File: config.mk
export PLATFORM = sky130hd
export DESIGN_NAME = frame_capture_ctrl
export DESIGN_NICKNAME = d
export VERILOG_FILES = /design/src/rtl/ov7670_pkg.sv /design/src/rtl/sync_edge_det.sv /design/src/rtl/frame_capture_ctrl.sv
export SDC_FILE = /design/constraint.sdc
export NUM_CORES = 1
export LEC_CHECK = 0
export CORE_ASPECT_RATIO = 0.6
export CORE_MARGIN = 5
export CORE_UTILIZATION = 30
export CTS_CLUSTER_DIAMETER = 120
export DETAILED_ROUTE_END_ITERATION = 8
export GPL_ROUTABILITY_DRIVEN = 0
export GPL_TIMING_DRIVEN = 0
export REMOVE_ABC_BUFFERS = 1
export SLEW_MARGIN = 15
export SYNTH_ARGS = -nofsm -noshare
export SYNTH_HDL_FRONTEND = slang
export SYNTH_HIERARCHICAL = 1
export SYNTH_SLANG_ARGS = --single-unit
File: constraint.sdc
create_clock -name pclk -period 2.8 [get_ports pclk]
set_input_delay 0.56 -clock pclk [delete_from_list [all_inputs] [get_ports pclk]]
set_output_delay 0.56 -clock pclk [all_outputs]
set_load 0.1 [all_outputs]
File: src/rtl/ov7670_pkg.sv
// rtl/ov7670_pkg.sv - shared types and default geometry for the OV7670 capture path
package ov7670_pkg;

  typedef enum logic [1:0] {
    IDLE     = 2'd0,
    WAIT_SOF = 2'd1,
    ACTIVE   = 2'd2,
    CHECK    = 2'd3
  } state_t;

  localparam int OV_H_PIXELS = 640;
  localparam int OV_V_LINES  = 480;

endpackage

File: src/rtl/sync_edge_det.sv
// rtl/sync_edge_det.sv - registers one camera signal and produces registered rise/fall pulses
module sync_edge_det (
  input  logic pclk,
  input  logic rst_n,
  input  logic d,
  output logic q,
  output logic rise,
  output logic fall
);

  always_ff @(posedge pclk or negedge rst_n) begin
    if (!rst_n) begin
      q    <= 1'b0;
      rise <= 1'b0;
      fall <= 1'b0;
    end else begin
      q    <= d;
      rise <= ~q & d;
      fall <= q & ~d;
    end
  end

endmodule

File: src/rtl/frame_capture_ctrl.sv
// rtl/frame_capture_ctrl.sv - OV7670 frame capture sequencer with geometry check
// Optional double buffering of bank_sel when FRAME_PINGPONG_EN is defined.
module frame_capture_ctrl
  import ov7670_pkg::*;
#(
  parameter int H_PIXELS = OV_H_PIXELS,
  parameter int V_LINES  = OV_V_LINES,
  parameter int CNT_W    = 10,
  parameter int FCNT_W   = 8
) (
  input  logic              pclk,
  input  logic              rst_n,
  input  logic              vsync,
  input  logic              href,
  input  logic              pix_wr,
  input  logic              start,
  input  logic              continuous,
  input  logic              stop,
  output logic              capture_en,
  output logic              bank_sel,
  output logic              busy,
  output logic              frame_done,
  output logic              frame_err,
  output logic [FCNT_W-1:0] frame_cnt
);

  state_t state_q, state_d;

  logic sof, eof, eol;
  logic unused_vs_q, unused_hr_q, unused_hr_rise;

  logic             cont_q, stop_pend, err_flag, frame_good;
  logic             frame_done_q, frame_err_q;
  logic [CNT_W-1:0] pix_cnt, line_cnt, pix_next;
  logic [FCNT_W-1:0] frame_cnt_q;

  function automatic logic [CNT_W-1:0] sat_inc(input logic [CNT_W-1:0] v);
    return (&v) ? v : v + CNT_W'(1);
  endfunction

  // vsync falling edge opens a frame, rising edge closes it; href fall ends a line
  sync_edge_det u_vsync (
    .pclk (pclk),
    .rst_n(rst_n),
    .d    (vsync),
    .q    (unused_vs_q),
    .rise (eof),
    .fall (sof)
  );

  sync_edge_det u_href (
    .pclk (pclk),
    .rst_n(rst_n),
    .d    (href),
    .q    (unused_hr_q),
    .rise (unused_hr_rise),
    .fall (eol)
  );

  always_ff @(posedge pclk or negedge rst_n) begin
    if (!rst_n) state_q <= IDLE;
    else        state_q <= state_d;
  end

  always_comb begin
    state_d = state_q;
    unique case (state_q)
      IDLE:     if (start) state_d = WAIT_SOF;
      WAIT_SOF: begin
        if (stop)     state_d = IDLE;
        else if (sof) state_d = ACTIVE;
      end
      ACTIVE:   if (eof) state_d = CHECK;
      CHECK:    state_d = (cont_q && !(stop_pend || stop)) ? WAIT_SOF : IDLE;
      default:  state_d = IDLE;
    endcase
  end

  always_comb begin
    capture_en = 1'b0;
    busy       = 1'b0;
    frame_good = 1'b0;
    capture_en = (state_q == ACTIVE);
    busy       = (state_q != IDLE);
    frame_good = (state_q == CHECK) && !err_flag && (line_cnt == CNT_W'(V_LINES));
  end

  // A pixel landing in the same cycle as end-of-line belongs to that line.
  assign pix_next = pix_wr ? sat_inc(pix_cnt) : pix_cnt;

  always_ff @(posedge pclk or negedge rst_n) begin
    if (!rst_n) begin
      cont_q       <= 1'b0;
      stop_pend    <= 1'b0;
      err_flag     <= 1'b0;
      pix_cnt      <= '0;
      line_cnt     <= '0;
      frame_done_q <= 1'b0;
      frame_err_q  <= 1'b0;
      frame_cnt_q  <= '0;
    end else begin
      frame_done_q <= 1'b0;
      frame_err_q  <= 1'b0;
      if (state_q == IDLE && start) begin
        cont_q    <= continuous;
        stop_pend <= 1'b0;
      end
      if ((state_q == ACTIVE || state_q == CHECK) && stop) stop_pend <= 1'b1;
      if (state_q == WAIT_SOF && sof) begin
        pix_cnt  <= '0;
        line_cnt <= '0;
        err_flag <= 1'b0;
      end
      if (state_q == ACTIVE) begin
        if (eol) begin
          if (pix_next != CNT_W'(H_PIXELS)) err_flag <= 1'b1;
          line_cnt <= sat_inc(line_cnt);
          pix_cnt  <= '0;
        end else begin
          pix_cnt <= pix_next;
        end
      end
      if (state_q == CHECK) begin
        err_flag <= 1'b0;
        if (frame_good) begin
          frame_done_q <= 1'b1;
          frame_cnt_q  <= frame_cnt_q + FCNT_W'(1);
        end else begin
          frame_err_q <= 1'b1;
        end
      end
    end
  end

`ifdef FRAME_PINGPONG_EN
  logic bank_q;

  always_ff @(posedge pclk or negedge rst_n) begin
    if (!rst_n)          bank_q <= 1'b0;
    else if (frame_good) bank_q <= ~bank_q;
  end

  assign bank_sel = bank_q;
`else
  assign bank_sel = 1'b0;
`endif

  assign frame_done = frame_done_q;
  assign frame_err  = frame_err_q;
  assign frame_cnt  = frame_cnt_q;

endmodule

==> metrics.cfg <==
[run_status]
status=completed

[clock_tree]
cts_buffers=5
htreeDepth=2
cts_tree=yes
clk_pin_slew_ns=0.06
ctsHoldBuffers=0
cts_root_buffer=clkbuf_16
cts.sinks=40
cts_buffer_depth=2
clock_latency_ns=0.28

[floorplan]
core_um2=7150
start_util_pct=30.3
die_h_um=75.8
dieArea_um2=9070
rows=24
num_io_pins=21
die_width_um=120

[grt]
grt_max_degree=29
antenna_found_initial=0
grt_pass1_vias=1567
grt_pass1_wl_um=7980
grt_overflow=0
grt_usage_pct=11.1

[placed_design]
portBuffers=19
dp_hpwl_um=3360
dp_cells=312

[sta]
rsz0062_at_grt=no
final.setup.tns_ns=0
hold_viol_final=0
max_freq_mhz=375
worstMarginPinSlew_ns=0.976
fin_crit_ns=2.67
skew_ns=0.00539
drv_slew=0
finalCritPeriodShare_pct=95.2
slew_headroom_pct=34.7
setup-violations-final=0

[yosys]
synth_area_um2=2170
synth_area_per_cell_um2=10.2
synthCells=212
synth_warnings=6

[detailed_routing]
drt_iter0_markers=143
wl_per_cell_um=14.8
drc_errors=0
viasPerCell=5.32
vias=1703
drt_wl_total_um=4750
first_pass_iters=4
ant_nets=0

[critical_path]
cp_max_fo=10
arrival_ns=2.11
rrSetupSlack_ns=0.59
crit_chain=or2_2 -> clkdlybuf4s50_1
critical_path_buf_inv_count=1
cpPeakStageDelay_ns=1.13
crit_required_ns=2.24
cpMaxStageDelayCell=clkdlybuf4s50_1
cpLargestDelayFamily=buffers and inverters
critPathKind=reg2out
cp-end-kind=output pin
start_kind=register

[job]
drv_cap=0

[power_and_ir_drop]
irDropWorstVdd_v=0.000342
p_leak_nw=1.13
power-per-cell-area_nw_per_um2=635

[layout]
antenna_cells=0
drive_gt1_share_pct=10.9
final_cell_mix=dfrtp_1, nand2_1, clkdlybuf4s50_1
final_common_cell=dfrtp_1
fin_cells=320
area.growth.synth_to_final_pct=20.4
nFillCells=708
nNetsFinal=240

[min_path]
hp-class=in2async

-- worst paths after layout --
check | from | end | depth (start not counted)
min in group pclk | u_vsync/q | u_vsync/rise | 1
hold / removal | rst_n | frame_cnt[5] | 1
hold reg to reg | u_vsync/q | u_vsync/rise | 1
setup reg to reg | line_cnt[0] | line_cnt[1] | 5
setup / recovery | register | busy | 2
max in group asynchronous | rst_n | err_flag | 2
-- stage by stage --
| stage | instance area (um^2) | worst slack (ns) | util [%] | hold slack [ns] | total power, mW |
|---|---|---|---|---|---|
| finish | 2610 | 0.134 | 36.5 | 0.164 | 1.66 |
| global route | 2610 | 0.0673 | 36.5 | 0.185 | 1.73 |
| CTS | 2610 | 0.130 | 36.5 | 0.173 | 1.67 |
| detailed placement | 2440 | 0.246 | 34.1 | 0.407 | 1.01 |
| global placement | 2420 | 0.0611 | 33.8 | 0.403 | 0.995 |
| floorplan | 2110 | 0.879 | - | 0.264 | 0.910 |
-- worst reg2reg max path, delay by kind of cell, from the launching register on --
family | cells | cell delay [ns]
AOI/OAI and AO/OA | 1 | 0.56
adders and majority gates | 1 | 0.27
DFF | 1 | 0.44
muxes | 1 | 0.40
and+or+nand+nor | 2 | 0.44
-- power by group --
| part | total, mW | internal, mW | switching (mW) |
|---|---|---|---|
| combinational | 0.305 | 0.121 | 0.184 |
| sequential | 0.689 | 0.626 | 0.0630 |
| clock | 0.662 | 0.423 | 0.239 |
-- flip-flops by register name (all words and copies together) (netlist names), named ones only --
| register | count |
|---|---|
| cont_q | 1 |
| err_flag | 1 |
| frame_cnt | 8 |
| frame_done | 1 |
| frame_err | 1 |
| line_cnt | 10 |
| pix_cnt | 10 |
| state_q | 1 |
| stop_pend | 1 |
| u_href/fall | 1 |
| u_href/q | 1 |
| u_vsync/fall | 1 |
| u_vsync/q | 1 |
| u_vsync/rise | 1 |
-- timing repair --
action                                  4_1_cts  5_1_grt
buffers inserted                              0        0
endpoints found under the setup margin        1        0
resized for setup                             1        0
-- per-layer routing --
layer	vias up	track usage (%)	part of all wire, %
li1	825	-	-
met1	818	17.4	56
met2	54	14.4	37
met3	6	3.19	5.7
met4	0	3.05	1.1
met5	-	0	0
-- area by class of cell --
type	instances	area, um^2	share of cell area, %
sequential	40	1000	38.4
tap	91	114	4.37
timing repair buffer	20	204	7.82
multi-input combinational	155	1090	42.0
clock inverter	3	46.3	1.78
clock buffer	5	125	4.80
inverter	6	22.5	0.864
Power figures use the tool's default switching activity.
==> variant 1, RTL diff (config.mk and constraints unchanged) <==
The 4 states of `state_t` get a one-hot encoding in 4 bits.
--- a/src/rtl/ov7670_pkg.sv
+++ b/src/rtl/ov7670_pkg.sv
@@ -2,9 +2,9 @@
 package ov7670_pkg;
 
-  typedef enum logic [1:0] {
-    IDLE     = 2'd0,
-    WAIT_SOF = 2'd1,
-    ACTIVE   = 2'd2,
-    CHECK    = 2'd3
+  typedef enum logic [3:0] {
+    IDLE     = 4'b0001,
+    WAIT_SOF = 4'b0010,
+    ACTIVE   = 4'b0100,
+    CHECK    = 4'b1000
   } state_t;
 
Formal check against the unedited RTL: same outputs for any inputs over 10 cycles, from zero or initial values and one cycle with rst_n low; not proved beyond that.
==> variant 1 against the unedited design <==
Fmax fell by 2.4%; count of clock-buffer cells in the layout up 3; synthesized cell count grew 15%; critical path depth stayed put; sequential cell count grew 2; synthesized area increased by 5.5%; final area is 4.9% higher; power up 5.9%; register-to-register slack got worse by 0.07 ns; clock skew rose by 0.0014 ns; first-iteration DRC count shrank 9.8%; routed wire length up 8.3%; worst setup slack lost 0.066 ns; highest routed layer unchanged.
==> variant 1: results (changes against the unedited design) <==
status finished clean (unchanged); initial antenna violation count 0 (unchanged); n_diodes 0 (unchanged); met3 usage 3.05% (was 3.19%); nets 271 (was 240); maximum VDD drop 0.604 mV (was 0.342 mV); Layout Cells excl Fill 364 (was 320); DR pass1 iterations 4 (unchanged); crit-path max FO 6 (was 10); layout cells sized above 1 9.62% (was 10.9%); vias in the first global route 1661 (was 1567); Tcrit/Tclk final 97.6% (was 95.2%); GR met1 Demand/Resource 18.8% (was 17.4%); largest net degree at the start of global routing 29 (unchanged); worst rel slew slack 23.6% (was 34.7%); HPWL Detailed 3.82 mm (was 3.36 mm); CP max stage cell or4b_2 (was clkdlybuf4s50_1); Via Count 1852 (was 1703); worst reg-to-reg setup slack 0.52 ns (was 0.59 ns); critical path arrival 2.17 ns (was 2.11 ns); Synth Instances 244 (was 212); final setup skew 0.00679 ns (was 0.00539 ns); Total GRT Usage 11.4% (was 11.1%); Critical Path Max Stage Delay 0.69 ns (was 1.13 ns); post-CTS setup buffer count 0 (unchanged); DR iter-0 viols 129 (was 143); Total Wirelength 5.14 mm (was 4.75 mm); Area after DPL 2570 um2 (was 2440 um2); clk_lat worst skew 0.28 ns (about the same); first-pass GRT wire length 8.80 mm (was 7.98 mm); dpl ws -0.0631 ns (was 0.246 ns); met2 usage 14.2% (was 14.4%); fillers 759 (was 708); P_leak 1.14 nW (was 1.13 nW); RR Startpoint state_q[1]$_DFFE_PN0P_ (was line_cnt[0]$_DFFE_PN0P_)
## variant 1: changes by cell type in the layout (fill, tap and decap cells not counted), sizes merged, moves of 5 or more
cell   unedited run  this run
nand4            12         7
a31oi             6        11
nand2            18        26
o21ai             6        13
nor3              1         6
nand3             6        15
## variant 1: worst max-delay path, delay by kind of cell, from the launching register on
family,cells,cell delay [ns]
buffers and inverters,1,0.64
DFF,1,0.57
and+or+nand+nor,1,0.69
## variant 1: final timing paths
check	to	cells after the start
max	busy	2
min	pix_cnt[1]$_DFFE_PN0P_	1
max in group asynchronous	state_q[0]$_DFFE_PN1P_	2
min reg2reg	u_vsync/rise$_DFF_PN0_	1
max reg2reg	frame_cnt[4]$_DFFE_PN0P_	5
min in group pclk	u_vsync/rise$_DFF_PN0_	1
## variant 1: what timing repair did
action,CTS,global route
hold buffers,0,0
endpoints found under the setup margin,2,0
resized for setup,4,0
## variant 1: report_power, final
group	internal [mW]	switching, mW	leakage [nW]
clock	0.404	0.227	0.0832
combinational	0.130	0.255	0.488
sequential	0.671	0.0680	0.569
total	1.20	0.550	1.14
## variant 1: layout make-up
type	instances	share of cell area (%)
Timing Repair Buffer	20	7.50
Sequential cell	42	38.5
Inverter	8	1.10
Tap cell	104	4.76
Clock buffer	8	6.08
Multi-Input combinational cell	182	42.1
## variant 1: metrics by stage
step | hold WS (ns) | utilization, %
finish | 0.197 | 37.3
floorplan | 0.264 | -
detailed placement | 0.408 | 35.1
global placement | 0.402 | 34.9
CTS | 0.207 | 37.3
global route | 0.222 | 37.3
## variant 1: routing by layer
metal  wire [um]  up-vias  share of wire (%)
li1            -      931                  -
met1        2880      887                 56
met2        1990       30                 39
met3         225        4                4.4
met4          36        0               0.70
met5           0        -                  0
==> variant 2, RTL diff (same settings) <==
Without the edit above. Set the parameter `FCNT_W` to 6 (it was 8).
--- a/src/rtl/frame_capture_ctrl.sv
+++ b/src/rtl/frame_capture_ctrl.sv
@@ -7,5 +7,5 @@
   parameter int V_LINES  = OV_V_LINES,
   parameter int CNT_W    = 10,
-  parameter int FCNT_W   = 8
+  parameter int FCNT_W   = 6
 ) (
   input  logic              pclk,
Interface: changed (resized frame_cnt); port bits go from 21 to 19. The function was not compared with the original's and may differ.
==> variant 2 against the unedited design <==
Routed wire length down 12%; final area down 9.2%; global-route usage decreased by 0.23 points; worst setup slack lost 0.035 ns; power decreased by 19%; count of clock-buffer cells in the layout increased by 1; via count is 7.9% lower; sequential cell count fell by 2; critical path type unchanged; critical path depth unchanged; synthesized area fell by 7.2%; register-to-register slack improved by 0.09 ns.
==> variant 2: results (changes against the unedited design) <==
status finished clean (unchanged); Area after DPL 2270 um2 (was 2440 um2); RR Startpoint pix_cnt[0]$_DFFE_PN0P_ (was line_cnt[0]$_DFFE_PN0P_); CTS Root Buffer Type clkbuf_8 (was clkbuf_16); RR Endpoint err_flag$_DFF_PN0_ (was line_cnt[1]$_DFFE_PN0P_); final setup skew 0.00836 ns (was 0.00539 ns); maximum VDD drop 0.196 mV (was 0.342 mV); clk_lat worst skew 0.31 ns (was 0.28 ns); CP max stage cell clkdlybuf4s50_1 (unchanged); CTS resizes 1 (unchanged); Vias/cell 5.03 (was 5.32); layout cells sized above 1 9.78% (was 10.9%); dpl ws 0.241 ns (was 0.246 ns); first-pass GRT wire length 7.14 mm (was 7.98 mm); DR iter-0 viols 88 (was 143); largest net degree at the start of global routing 22 (was 29); Worst-path clk slew 0.08 ns (was 0.06 ns); GR met1 Demand/Resource 16.4% (was 17.4%); Setup-failing EPs final 0 (unchanged); reg2reg path depth 6 (was 5); worst reg-to-reg setup slack 0.68 ns (was 0.59 ns); Fin Setup TNS 0 ns (unchanged); Top delay family on crit path buffers and inverters (unchanged); met2 usage 13.8% (was 14.4%); nets 236 (was 240); vias in the first global route 1454 (was 1567); H-tree lvl count 2 (unchanged); met3 usage 3.70% (was 3.19%); critical path arrival 2.14 ns (was 2.11 ns); HPWL Detailed 2.96 mm (was 3.36 mm); port buffer count 17 (was 19); Total Wirelength 4.16 mm (was 4.75 mm); Total GRT Usage 10.9% (was 11.1%); P_leak 1.02 nW (was 1.13 nW); Tcrit/Tclk final 96.5% (was 95.2%); worst-margin pin slew 0.976 ns (about the same)
-- variant 2: worst reg2reg max path: stages (launching register included) --
cell and delay (ns):
dfrtp_1 0.47, ha_1 0.27, and4_1 0.33, nor4b_2 0.29, a41oi_1 0.16, a2111oi_0 0.31, a31oi_1 0.15
-- variant 2: routing by layer --
layer | vias up | share of wire (%)
met5 | - | 0
met4 | 0 | 1.5
met3 | 6 | 5.5
met2 | 35 | 39
met1 | 744 | 54
li1 | 783 | -
-- variant 2: worst min-delay path by stage --
stage	start	slack, ns	end
floorplan	rst_n	0.26	async pin
global placement	u_vsync/q$_DFF_PN0_	0.40	u_vsync/rise$_DFF_PN0_
detailed placement	u_vsync/q$_DFF_PN0_	0.41	u_vsync/rise$_DFF_PN0_
CTS	rst_n	0.20	line_cnt[8]$_DFFE_PN0P_
global route	rst_n	0.22	line_cnt[6]$_DFFE_PN0P_
finish	rst_n	0.19	line_cnt[5]$_DFFE_PN0P_
-- variant 2: cell type report --
type	instances	area, um2
inverter	11	41.3
multi-input combinational	150	981
clock inverter	2	12.5
fill	675	4220
tap	87	109
timing repair buffer	18	191
sequential	38	951
clock buffer	6	82.6
-- variant 2: power breakdown --
part / switching [mW] / leakage (nW) / internal (mW) / total, mW
clock: 0.211 / 0.0472 / 0.198 / 0.409
sequential: 0.0639 / 0.513 / 0.596 / 0.660
combinational: 0.173 / 0.464 / 0.107 / 0.280
-- variant 2: through the flow --
stage / hold WS [ns] / std cells
after detailed placement: 0.409 / 304
after floorplan: 0.264 / 199
after global placement: 0.402 / 303
final: 0.195 / 312
after CTS: 0.204 / 312
after global routing: 0.220 / 312
